File: src/rtl/projectile_controller.sv
`default_nettype none
// ============================================================================
// Module      : projectile_controller
// Description : Owns the player's single projectile: launch, climb, park.
// Revision    : 1.0 - initial release
// ============================================================================
module projectile_controller #(
  parameter int SPEED          = 4,
  parameter int START_Y        = 440,
  parameter int TOP_Y          = 16,
  parameter int MAX_X          = 639,
  parameter int PARK           = 1023,
  parameter int COOLDOWN_TICKS = 8
) (
  input  logic       clk_master,
  input  logic       d_reset,
  input  logic       proj_tick,
  input  logic       fire,
  input  logic [9:0] player_x,
  input  logic       del_proj,
  output logic [9:0] projectile_x,
  output logic [9:0] projectile_y,
  output logic       proj_active,
  output logic       hit_pulse,
  output logic       miss_pulse,
  output logic [7:0] shots_fired
);

  localparam int CW = (COOLDOWN_TICKS > 1) ? $clog2(COOLDOWN_TICKS + 1) : 1;

  localparam logic [9:0]    SPEED_V = 10'(SPEED);
  localparam logic [9:0]    START_V = 10'(START_Y);
  localparam logic [9:0]    LIMIT_V = 10'(TOP_Y + SPEED);
  localparam logic [9:0]    MAX_X_V = 10'(MAX_X);
  localparam logic [9:0]    PARK_V  = 10'(PARK);
  localparam logic [CW-1:0] COOL_V  = CW'(COOLDOWN_TICKS);

  typedef enum logic [1:0] {
    IDLE     = 2'd0,
    FLYING   = 2'd1,
    COOLDOWN = 2'd2
  } state_t;

  state_t        state;
  logic          fire_q;
  logic [CW-1:0] cooldown;
  logic          fire_rise;
  logic [9:0]    launch_x;

  assign fire_rise = fire & ~fire_q;
  assign launch_x  = (player_x > MAX_X_V) ? MAX_X_V : player_x;

  always_ff @(posedge clk_master) begin
    if (d_reset) begin
      state        <= IDLE;
      fire_q       <= 1'b0;
      cooldown     <= '0;
      projectile_x <= PARK_V;
      projectile_y <= PARK_V;
      proj_active  <= 1'b0;
      hit_pulse    <= 1'b0;
      miss_pulse   <= 1'b0;
      shots_fired  <= 8'd0;
    end else begin
      fire_q     <= fire;
      hit_pulse  <= 1'b0;
      miss_pulse <= 1'b0;

      case (state)
        IDLE: begin
          if (fire_rise) begin
            projectile_x <= launch_x;
            projectile_y <= START_V;
            proj_active  <= 1'b1;
            shots_fired  <= shots_fired + 8'd1;
            state        <= FLYING;
          end
        end

        FLYING: begin
          // A hit acknowledge outranks a coincident top-exit tick.
          if (del_proj) begin
            projectile_x <= PARK_V;
            projectile_y <= PARK_V;
            proj_active  <= 1'b0;
            hit_pulse    <= 1'b1;
            cooldown     <= COOL_V;
            state        <= COOLDOWN;
          end else if (proj_tick) begin
            if (projectile_y >= LIMIT_V) begin
              projectile_y <= projectile_y - SPEED_V;
            end else begin
              projectile_x <= PARK_V;
              projectile_y <= PARK_V;
              proj_active  <= 1'b0;
              miss_pulse   <= 1'b1;
              cooldown     <= COOL_V;
              state        <= COOLDOWN;
            end
          end
        end

        COOLDOWN: begin
          if (cooldown == '0) begin
            state <= IDLE;
          end else if (proj_tick) begin
            cooldown <= cooldown - CW'(1);
          end
        end

        default: begin
          projectile_x <= PARK_V;
          projectile_y <= PARK_V;
          proj_active  <= 1'b0;
          cooldown     <= '0;
          state        <= IDLE;
        end
      endcase
    end
  end

endmodule
`default_nettype wire
File: config.mk
export PLATFORM = sky130hd
export DESIGN_NAME = projectile_controller
export DESIGN_NICKNAME = d
export VERILOG_FILES = /design/src/rtl/projectile_controller.sv
export SDC_FILE = /design/constraint.sdc
export NUM_CORES = 1
export LEC_CHECK = 0
export BUFFER_PORTS_ARGS = -buffer_cell sky130_fd_sc_hd__buf_4
export CAP_MARGIN = 10
export CELL_PAD_IN_SITES_DETAIL_PLACEMENT = 1
export CELL_PAD_IN_SITES_GLOBAL_PLACEMENT = 2
export CORE_ASPECT_RATIO = 0.5
export CORE_MARGIN = 5
export CORE_UTILIZATION = 27
export DETAILED_ROUTE_END_ITERATION = 8
export PLACE_DENSITY_LB_ADDON = 0.1
export SLEW_MARGIN = 40
export SYNTH_ARGS = -nofsm -noshare
export SYNTH_HDL_FRONTEND = slang
export SYNTH_SLANG_ARGS = --single-unit
File: constraint.sdc
create_clock -name clk_master -period 1.85 [get_ports clk_master]
set_input_delay 0.37 -clock clk_master [delete_from_list [all_inputs] [get_ports clk_master]]
set_output_delay 0.37 -clock clk_master [all_outputs]
set_load 0.01 [all_outputs]
### Word level (Yosys, flattened, before mapping)

Cells that the tools add are included.

| word-level totals | value |
|---|---|
| register bits after elaboration | 38 |
| bits in latches | 0 |
| bits in writable memories | 0 |
| bits in read-only memories | 0 |
| input bits | 15 |
| output and inout bits | 31 |
| word-level logic and storage cells | 67 |
| memories kept | 0 |

| operators by class | value |
|---|---|
| add/sub/neg operators | 3 |
| multiply operators | 0 |
| divide/modulo/power cells | 0 |
| $lt $le $gt $ge | 2 |
| equality and inequality tests | 8 |
| shift-type cells | 0 |
| muxes and demuxes | 30 |
| bitwise logic cells | 6 |
| reductions and logical operators | 9 |

Operator list:

| operator | number |
|---|---|
| $mux 10 | 9 |
| $pmux 10 s3 | 2 |
| $mux 4 | 5 |
| $pmux 4 s3 | 1 |
| $ge 10x5->1 const B | 1 |
| $gt 10x10->1 const B | 1 |
| $mux 2 | 5 |
| $sub 10x3->10 const B | 1 |
| $add 8x1->8 const B | 1 |
| $ne 2x2->1 const B | 4 |
| $reduce_and 4->1 | 2 |
| $mux 1 | 6 |
| $ne 3x3->1 const B | 2 |
| $pmux 2 s3 | 1 |
| $not 1->1 | 5 |
| $reduce_and 5->1 | 1 |
| $logic_not 4->1 | 1 |
| $reduce_or 4->1 | 1 |
| $sub 4x1->4 const B | 1 |
| $pmux 1 s3 | 1 |
| $reduce_and 3->1 | 1 |
| $eq 2x1->1 const B | 1 |
| $eq 2x2->1 const B | 1 |
| $logic_not 2->1 | 1 |
| other kinds (3) | 3 |

### Depth between registers and ports, before layout

Gate-level depths: netlist of run 1.

| depth | value |
|---|---|
| word-level depth | 5 |
| gate-level depth with buffers | 8 |
| depth with buffers taken out | 7 |

### Worst setup path after synthesis of run 1

Ideal clock, no wire load.

| timing path | value |
|---|---|
| kind | reg-to-reg |
| start point | register projectile_y[2] |
| end point | register projectile_y[7] |
| library setup time | 124 ps |
| data arrival time | 1827 ps |
| required time | 1726 ps |
| path slack | -100 ps |
| stages on the path, launching flop included | 8 |
| buffers on the path | 0 |
| clock period less this slack | 1950 ps |
| path through | dfxtp_1 inv_1 ha_1 nand2b_1 and4_4 or4_1 a211oi_1 nor3_1 |

| between the ends | value |
|---|---|
| word-level cells in the longest chain between the ends | 5 |
| elaborated cells on any way between the ends | 6 |
| classes of those cells | 1 x add/sub; 1 x order compare; 4 x mux |

RTL lines:

| item | line | text |
|---|---|---|
| start, declared | 22 | `output logic [9:0] projectile_y,` |
| start signal, assigned | 91 | `projectile_y <= projectile_y - SPEED_V;` |
| $sub 10x3->10 or $ge 10x5->1 (tied branches) | 91, 90 |  |
| $mux 10 * | 90 | `if (projectile_y >= LIMIT_V) begin` |
| $mux 10 * | 89 | `end else if (proj_tick) begin` |
| $mux 10 * | 82 | `if (del_proj) begin` |
| $pmux 10 s3 * | 69 | `case (state)` |

Mark *: on every way between the ends. The rest lies on a longest branch, timed or not. The select of a mux whose other input is x is not followed.
A chain may end at the register's enable or synchronous reset.

### Final worst setup path of run 1

Ends and elaborated chain as after synthesis.

==> results of run 1 <==
## where the power goes
part           total, mW  switching, mW  internal, mW
clock network      0.861          0.332         0.529
logic               1.56          0.799         0.759
registers           1.06          0.112         0.947
## registers in the layout (all words and copies together), names as in the netlist
register      count
shots_fired       8
state             2
miss_pulse        1
cooldown          4
fire_q            1
hit_pulse         1
projectile_y      9
proj_active       1
projectile_x     10
## metal layers
layer | vias up | wire [um]
met5 | - | 0
met3 | 5 | 290
li1 | 904 | -
met4 | 0 | 64
met2 | 35 | 2510
met1 | 880 | 2850
## kinds of logic (layout without fill, tap and decap cells)
logic type | after synthesis | after routing | share of synthesized area, %
mux | 11 | 11 | 5.97
buf+inv | 20 | 88 | 4.34
simple gates | 90 | 90 | 25.6
flops | 37 | 37 | 40.1
compound gates | 43 | 43 | 14.8
xor+xnor | 8 | 8 | 3.80
fa+ha+maj | 8 | 8 | 5.42
## worst max path at each step
stage	from	to
after detailed placement	projectile_y[2]	projectile_y[7]
after global placement	projectile_y[2]	projectile_y[7]
after CTS	projectile_y[2]	projectile_y[7]
after floorplan	projectile_y[2]	projectile_y[7]
final	projectile_y[2]	projectile_y[7]
after global routing	projectile_y[3]	cooldown[0]
## cell usage in the layout (no fill, tap or decap), types with 3 or more instances in the layout
cell type  Yosys  layout
a21o_1         3       3
a21oi_1       15      12
a21oi_2        0       3
buf_4          1      69
clkbuf_16      0       5
dfxtp_1       37      33
dfxtp_2        0       4
ha_1           8       7
inv_1         11       9
mux2i_1       11      11
nand2_1        9       9
nand2b_1       5       4
nand3_1        6       6
nand4_1        3       3
nor2_1        31      31
nor3_1        13      13
nor3b_1        4       4
nor4_1         3       3
o21ai_0       10      10
or4_4          0       3
xor2_1         6       6
## worst reg2reg max path: cells and delay by family, from the launching register on
family	cells	cell delay, ps
adders and majority gates	1	180
buffers and inverters	1	40
DFF	1	350
and+or+nand+nor	5	1080
## through the flow
stage	cell area, um2	instances
floorplan	1850	217
global placement	2450	368
detailed placement	2450	368
CTS	2610	375
global route	2660	377
finish	2660	377
## final cells by class
type                            instances  area, um2  area share (%)
Tap cell                               92        115            4.33
Clock buffer                            7        143            5.36
Multi-Input combinational cell        160       1080            40.5
Inverter                               11       41.3            1.55
Timing Repair Buffer                   70        538            20.2
Sequential cell                        37        746            28.0
## repair_timing
item / in CTS / in global routing
setup buffers: 0 / 2
hold endpoints to repair: 0 / 0
setup endpoints to repair: 1 / 22
resized for setup: 2 / 14
pin swaps: 0 / 4
==> flow_metrics.tcl, run 1 <==
set metrics [dict create \
    final_layout_size_suffix_gt1_share_pct 35.1 \
    std_cell_rows 21 \
    start_kind "register" \
    met1_usage_pct 19.0 \
    hold_viol 0 \
    layout.nets 308 \
    dr.first_iter.drc_count 86 \
    criticalPathCategory "reg2reg" \
    hold_path_depth 2 \
    setup_viol 0 \
    dieArea_mm2 0.00869 \
    netlist_top_cells_area "dfxtp_1, nor2_1, mux2i_1" \
    max-cap-violations 0 \
    yosysWarningCount 0 \
    finalCriticalPeriod_ps 1770 \
    rr_startpoint "projectile_y[2]" \
    cts-root-buf "clkbuf_16" \
    num_vias 1824 \
    grt_pass1_vias 1936 \
    synth_edf_count 0 \
    cp_num_buf_inv 1 \
    r2r_cells 7 \
    run_status "finished, final reports clean" \
    fmax_mhz 565 \
    clockBufferDepth 2 \
    ys_top_cells_by_count "dfxtp_1, nor2_1, a21oi_1" \
    drc 0 \
    hold_start "fire" \
    die_h_um 68.5 \
    worst_path_most_repeated_cell "nor3_1" \
    n_antenna_cell 0 \
    cp.arrival_ps 1940 \
    grt_max_degree 23 \
    ys_seq_area_share_pct 40.1 \
    slew-limit-headroom_pct 71.5 \
    fin_tns_setup_ps 0 \
    place_ws_ps -41.9 \
    power.density_mw_per_mm2 1310 \
    portBuffers 45 \
    setup_ws_ps 81.3 \
    r2r_setup_slack_ps 80 \
    r2r-end "projectile_y[7]" \
    cp_cell_sequence "inv_2, ha_2, nand2b_4, and4_4, or4_4, nor3_1, nor3_1" \
    cts.reportedPaths.clkPinSlew_ps 60 \
    grt_first_pass_wirelength_mm 9.77 \
    hpwl_mm 4.36 \
    holdBufCountCts 0 \
    initial_core_util_pct 27.7 \
    drt-vias-per-instance 4.84 \
    first_pass_iters 4 \
    critPathMaxStageDelay_ps 450 \
    path_delay_family "simple AND/OR/NAND/NOR gates" \
    crit_slowest_cell "or4_4" \
    crit_required_ps 2020 \
    critical_path_depth 7 \
    avgSynthCellArea_um2 8.50 \
    use_met2_pct 23.1 \
    peakVddDrop_v 0.000415 \
    cts_buffers 5 \
    finalCoreUtilization_pct 39.9 \
    fin_crit_sh_pct 95.6 \
    worst_pin_slew_ps 424 \
    yosysTopAreaCell "dfxtp_1" \
    p_leak_nw 1.14 \
    htreeDepth 2 \
    insertion_delay_ps 290 \
    busiest_layer "met2" \
    wl_per_cell_um 15.2 \
    syn-num-nets 240 \
    cts_num_sinks 37 \
    grt_use_total_pct 14.6 \
    ant_nets 0 \
    syn_area_mm2 0.00185 \
    end_kind "register" \
    ys_ff_latch 37 \
    synth-async-reset-ratio_pct 0 \
    finalPower_mw 3.48 \
    finClkSkew_ps 5.16 \
    path_max_fanout 4 \
    syn-instance-count 217 \
    netlist.area_leader.share_pct 40.1 \
    die_x_um 127 \
    synth_cell_types 45 \
    synth.most_common_cell "dfxtp_1" \
    routed_wl_mm 5.72 \
    gp_congestion 0.791 \
    area_growth_syn_to_layout_pct 44.1 \
    ys.flop_type "dfxtp_1" \
    core_mm2 0.00667 \
    slew_viol_final 0 \
    fill_cells 794 \
    cts_tree "yes" \
    antenna_found_initial 0 \
    min_to "fire_q" \
    grt_overflow_total 0 \
    hold_class "in2reg" \
    gr-usage-met3_pct 4.91 \
    ios 46 \
    hold_slack_ps 326 \
]
(Power assumes the default switching activity.)
==> run 2: changes to the inputs <==
--- a/config.mk
+++ b/config.mk
@@ -11,9 +11,10 @@
 export CELL_PAD_IN_SITES_GLOBAL_PLACEMENT = 2
 export CORE_ASPECT_RATIO = 0.5
 export CORE_MARGIN = 5
-export CORE_UTILIZATION = 27
+export CORE_UTILIZATION = 25
 export DETAILED_ROUTE_END_ITERATION = 8
-export PLACE_DENSITY_LB_ADDON = 0.1
+export PLACE_DENSITY_LB_ADDON = 0.15
+export SKIP_CTS_REPAIR_TIMING = 1
 export SLEW_MARGIN = 40
 export SYNTH_ARGS = -nofsm -noshare
 export SYNTH_HDL_FRONTEND = slang
==> flow_metrics.tcl, run 2 (synthesis results as in run 1) <==
set metrics [dict create \
    run_status "finished, final reports clean" \
    hold_slack_ps 338 \
    ios 46 \
    rr_startpoint "projectile_y[3]" \
    grt_overflow_total 0 \
    final_layout_size_suffix_gt1_share_pct 33.0 \
    routed_wl_mm 5.62 \
    pwr-share-clk_pct 28.6 \
    portBuffers 45 \
    peakVddDrop_v 0.000399 \
    cp_num_buf_inv 1 \
    seqCellArea_um2 746 \
    die_x_um 132 \
    wl_per_cell_um 14.9 \
    htreeDepth 2 \
    criticalPathCategory "reg2reg" \
    drc 0 \
    cts-root-buf "clkbuf_16" \
    cts_tree "yes" \
    cp_cell_sequence "inv_2, ha_1, nand3b_1, and4_4, a21oi_4, or4_1, a21oi_2" \
    combPwrFrac_pct 41.7 \
    fill_cells 882 \
    final_common_cell "buf_4" \
    cts_buffers 5 \
    reg_top3 "projectile_x x10, projectile_y x9, shots_fired x8" \
    critPathMaxStageDelay_ps 530 \
    fmax_mhz 557 \
    slew_viol_final 0 \
    antenna_found_initial 0 \
    gp_congestion 0.801 \
    grt_max_degree 20 \
    drt-vias-per-instance 4.77 \
    cts.reportedPaths.clkPinSlew_ps 60 \
    min_to "projectile_x[0]" \
    ant_nets 0 \
    clockBufferDepth 2 \
    multi_input_area_mm2 0.00107 \
    finClkSkew_ps 2.15 \
    dieArea_mm2 0.00930 \
    crit_required_ps 2070 \
    max-cap-violations 0 \
    power.density_mw_per_mm2 1340 \
    start_kind "register" \
    largest_reg_flops 10 \
    cts_num_sinks 37 \
    dr.first_iter.drc_count 45 \
    hold_start "player_x[0]" \
    grt_pass1_vias 1921 \
    layout.nets 304 \
    initial_core_util_pct 25.4 \
    hpwl_mm 4.29 \
    area_growth_syn_to_layout_pct 44.1 \
    mostFrequentLayoutCells "buf_4, dfxtp_1, nor2_1" \
    r2r-end "cooldown[1]" \
    grt_use_total_pct 12.1 \
    p_sw_share_pct 34.4 \
    insertion_delay_ps 280 \
    hold_path_depth 3 \
    num_vias 1802 \
    std_cell_rows 22 \
    cp.arrival_ps 2020 \
    die_h_um 70.8 \
    net-switching-power_mw 1.22 \
    r2r_setup_slack_ps 60 \
    regMostFlops "projectile_x" \
    core_mm2 0.00727 \
    grt_first_pass_wirelength_mm 9.29 \
    worst_pin_slew_ps 466 \
    intPower_mw 2.33 \
    path_max_fanout 10 \
    hold_class "in2reg" \
    first_pass_iters 4 \
    r2r_cells 7 \
    p_seq_share_pct 29.6 \
    crit_slowest_cell "or4_1" \
    slew-limit-headroom_pct 68.9 \
    setup_viol 0 \
    fin_tns_setup_ps 0 \
    path_delay_family "simple AND/OR/NAND/NOR gates" \
    hold_viol 0 \
    p_leak_nw 1.13 \
    fin_crit_sh_pct 97.0 \
    n_antenna_cell 0 \
    finalCriticalPeriod_ps 1790 \
    end_kind "register" \
]
## run 2: cell count changes in the layout (fill, tap and decap cells not counted), sizes merged
cell / delta
bufinv: +1
buf: -4
## run 2: layout make-up
| type | instances | area share (%) |
|---|---|---|
| clock inverters | 1 | 1.13 |
| repair buffers | 66 | 19.1 |
| clock buffers | 7 | 5.36 |
| inverters | 11 | 1.55 |
| multi-input cells | 160 | 40.3 |
| flip-flops and latches | 37 | 28.0 |
| well taps | 96 | 4.52 |
## run 2: power groups by stage
stage | clock [mW] | sequential, mW | combinational (mW)
final | 1.02 | 1.05 | 1.48
after detailed placement | 0 | 1.07 | 1.47
after global routing | 1.08 | 1.08 | 1.63
after global placement | 0 | 1.07 | 1.46
after floorplan | 0 | 1.12 | 0.730
after CTS | 1.05 | 1.06 | 1.48
## run 2: routing by layer
layer,share of wire (%),vias to the layer above,GRT usage (%)
met1,49,877,15.7
met4,0.28,0,2.28
met5,0,-,0
met3,5.0,2,4.33
met2,46,29,19.6
li1,-,894,-
## run 2: worst max path at each step
stage,start,to,slack [ps],cells past startpoint
6_report,projectile_y[3],cooldown[1],60,7
5_1_grt,projectile_y[3],projectile_x[1],-20,9
4_1_cts,projectile_y[2],projectile_y[7],-60,7
3_5_place_dp,projectile_y[2],projectile_y[7],-60,7
3_3_place_gp,projectile_y[2],projectile_y[7],20,7
2_1_floorplan,projectile_y[2],projectile_y[7],2,7
## run 2: worst reg2reg max path: cells and delay by family (launching register included)
family                   cells  cell delay [ps]
AO/OA/AOI/OAI                2              230
adder cells (fa/ha/maj)      1              170
buffers and inverters        1               50
AND/OR/NAND/NOR              3              970
flip-flops                   1              330
## run 2: per-stage QoR
stage	area, um2	cells	power, mW	util, %	worst slack (ps)
floorplan	1850	217	1.85	-	2.38
global placement	2430	369	2.53	33.5	17.1
detailed placement	2430	369	2.54	33.5	-55.9
CTS	2610	377	3.58	35.9	-61.4
global route	2660	378	3.80	36.6	-19.4
finish	2660	378	3.55	36.6	55.3
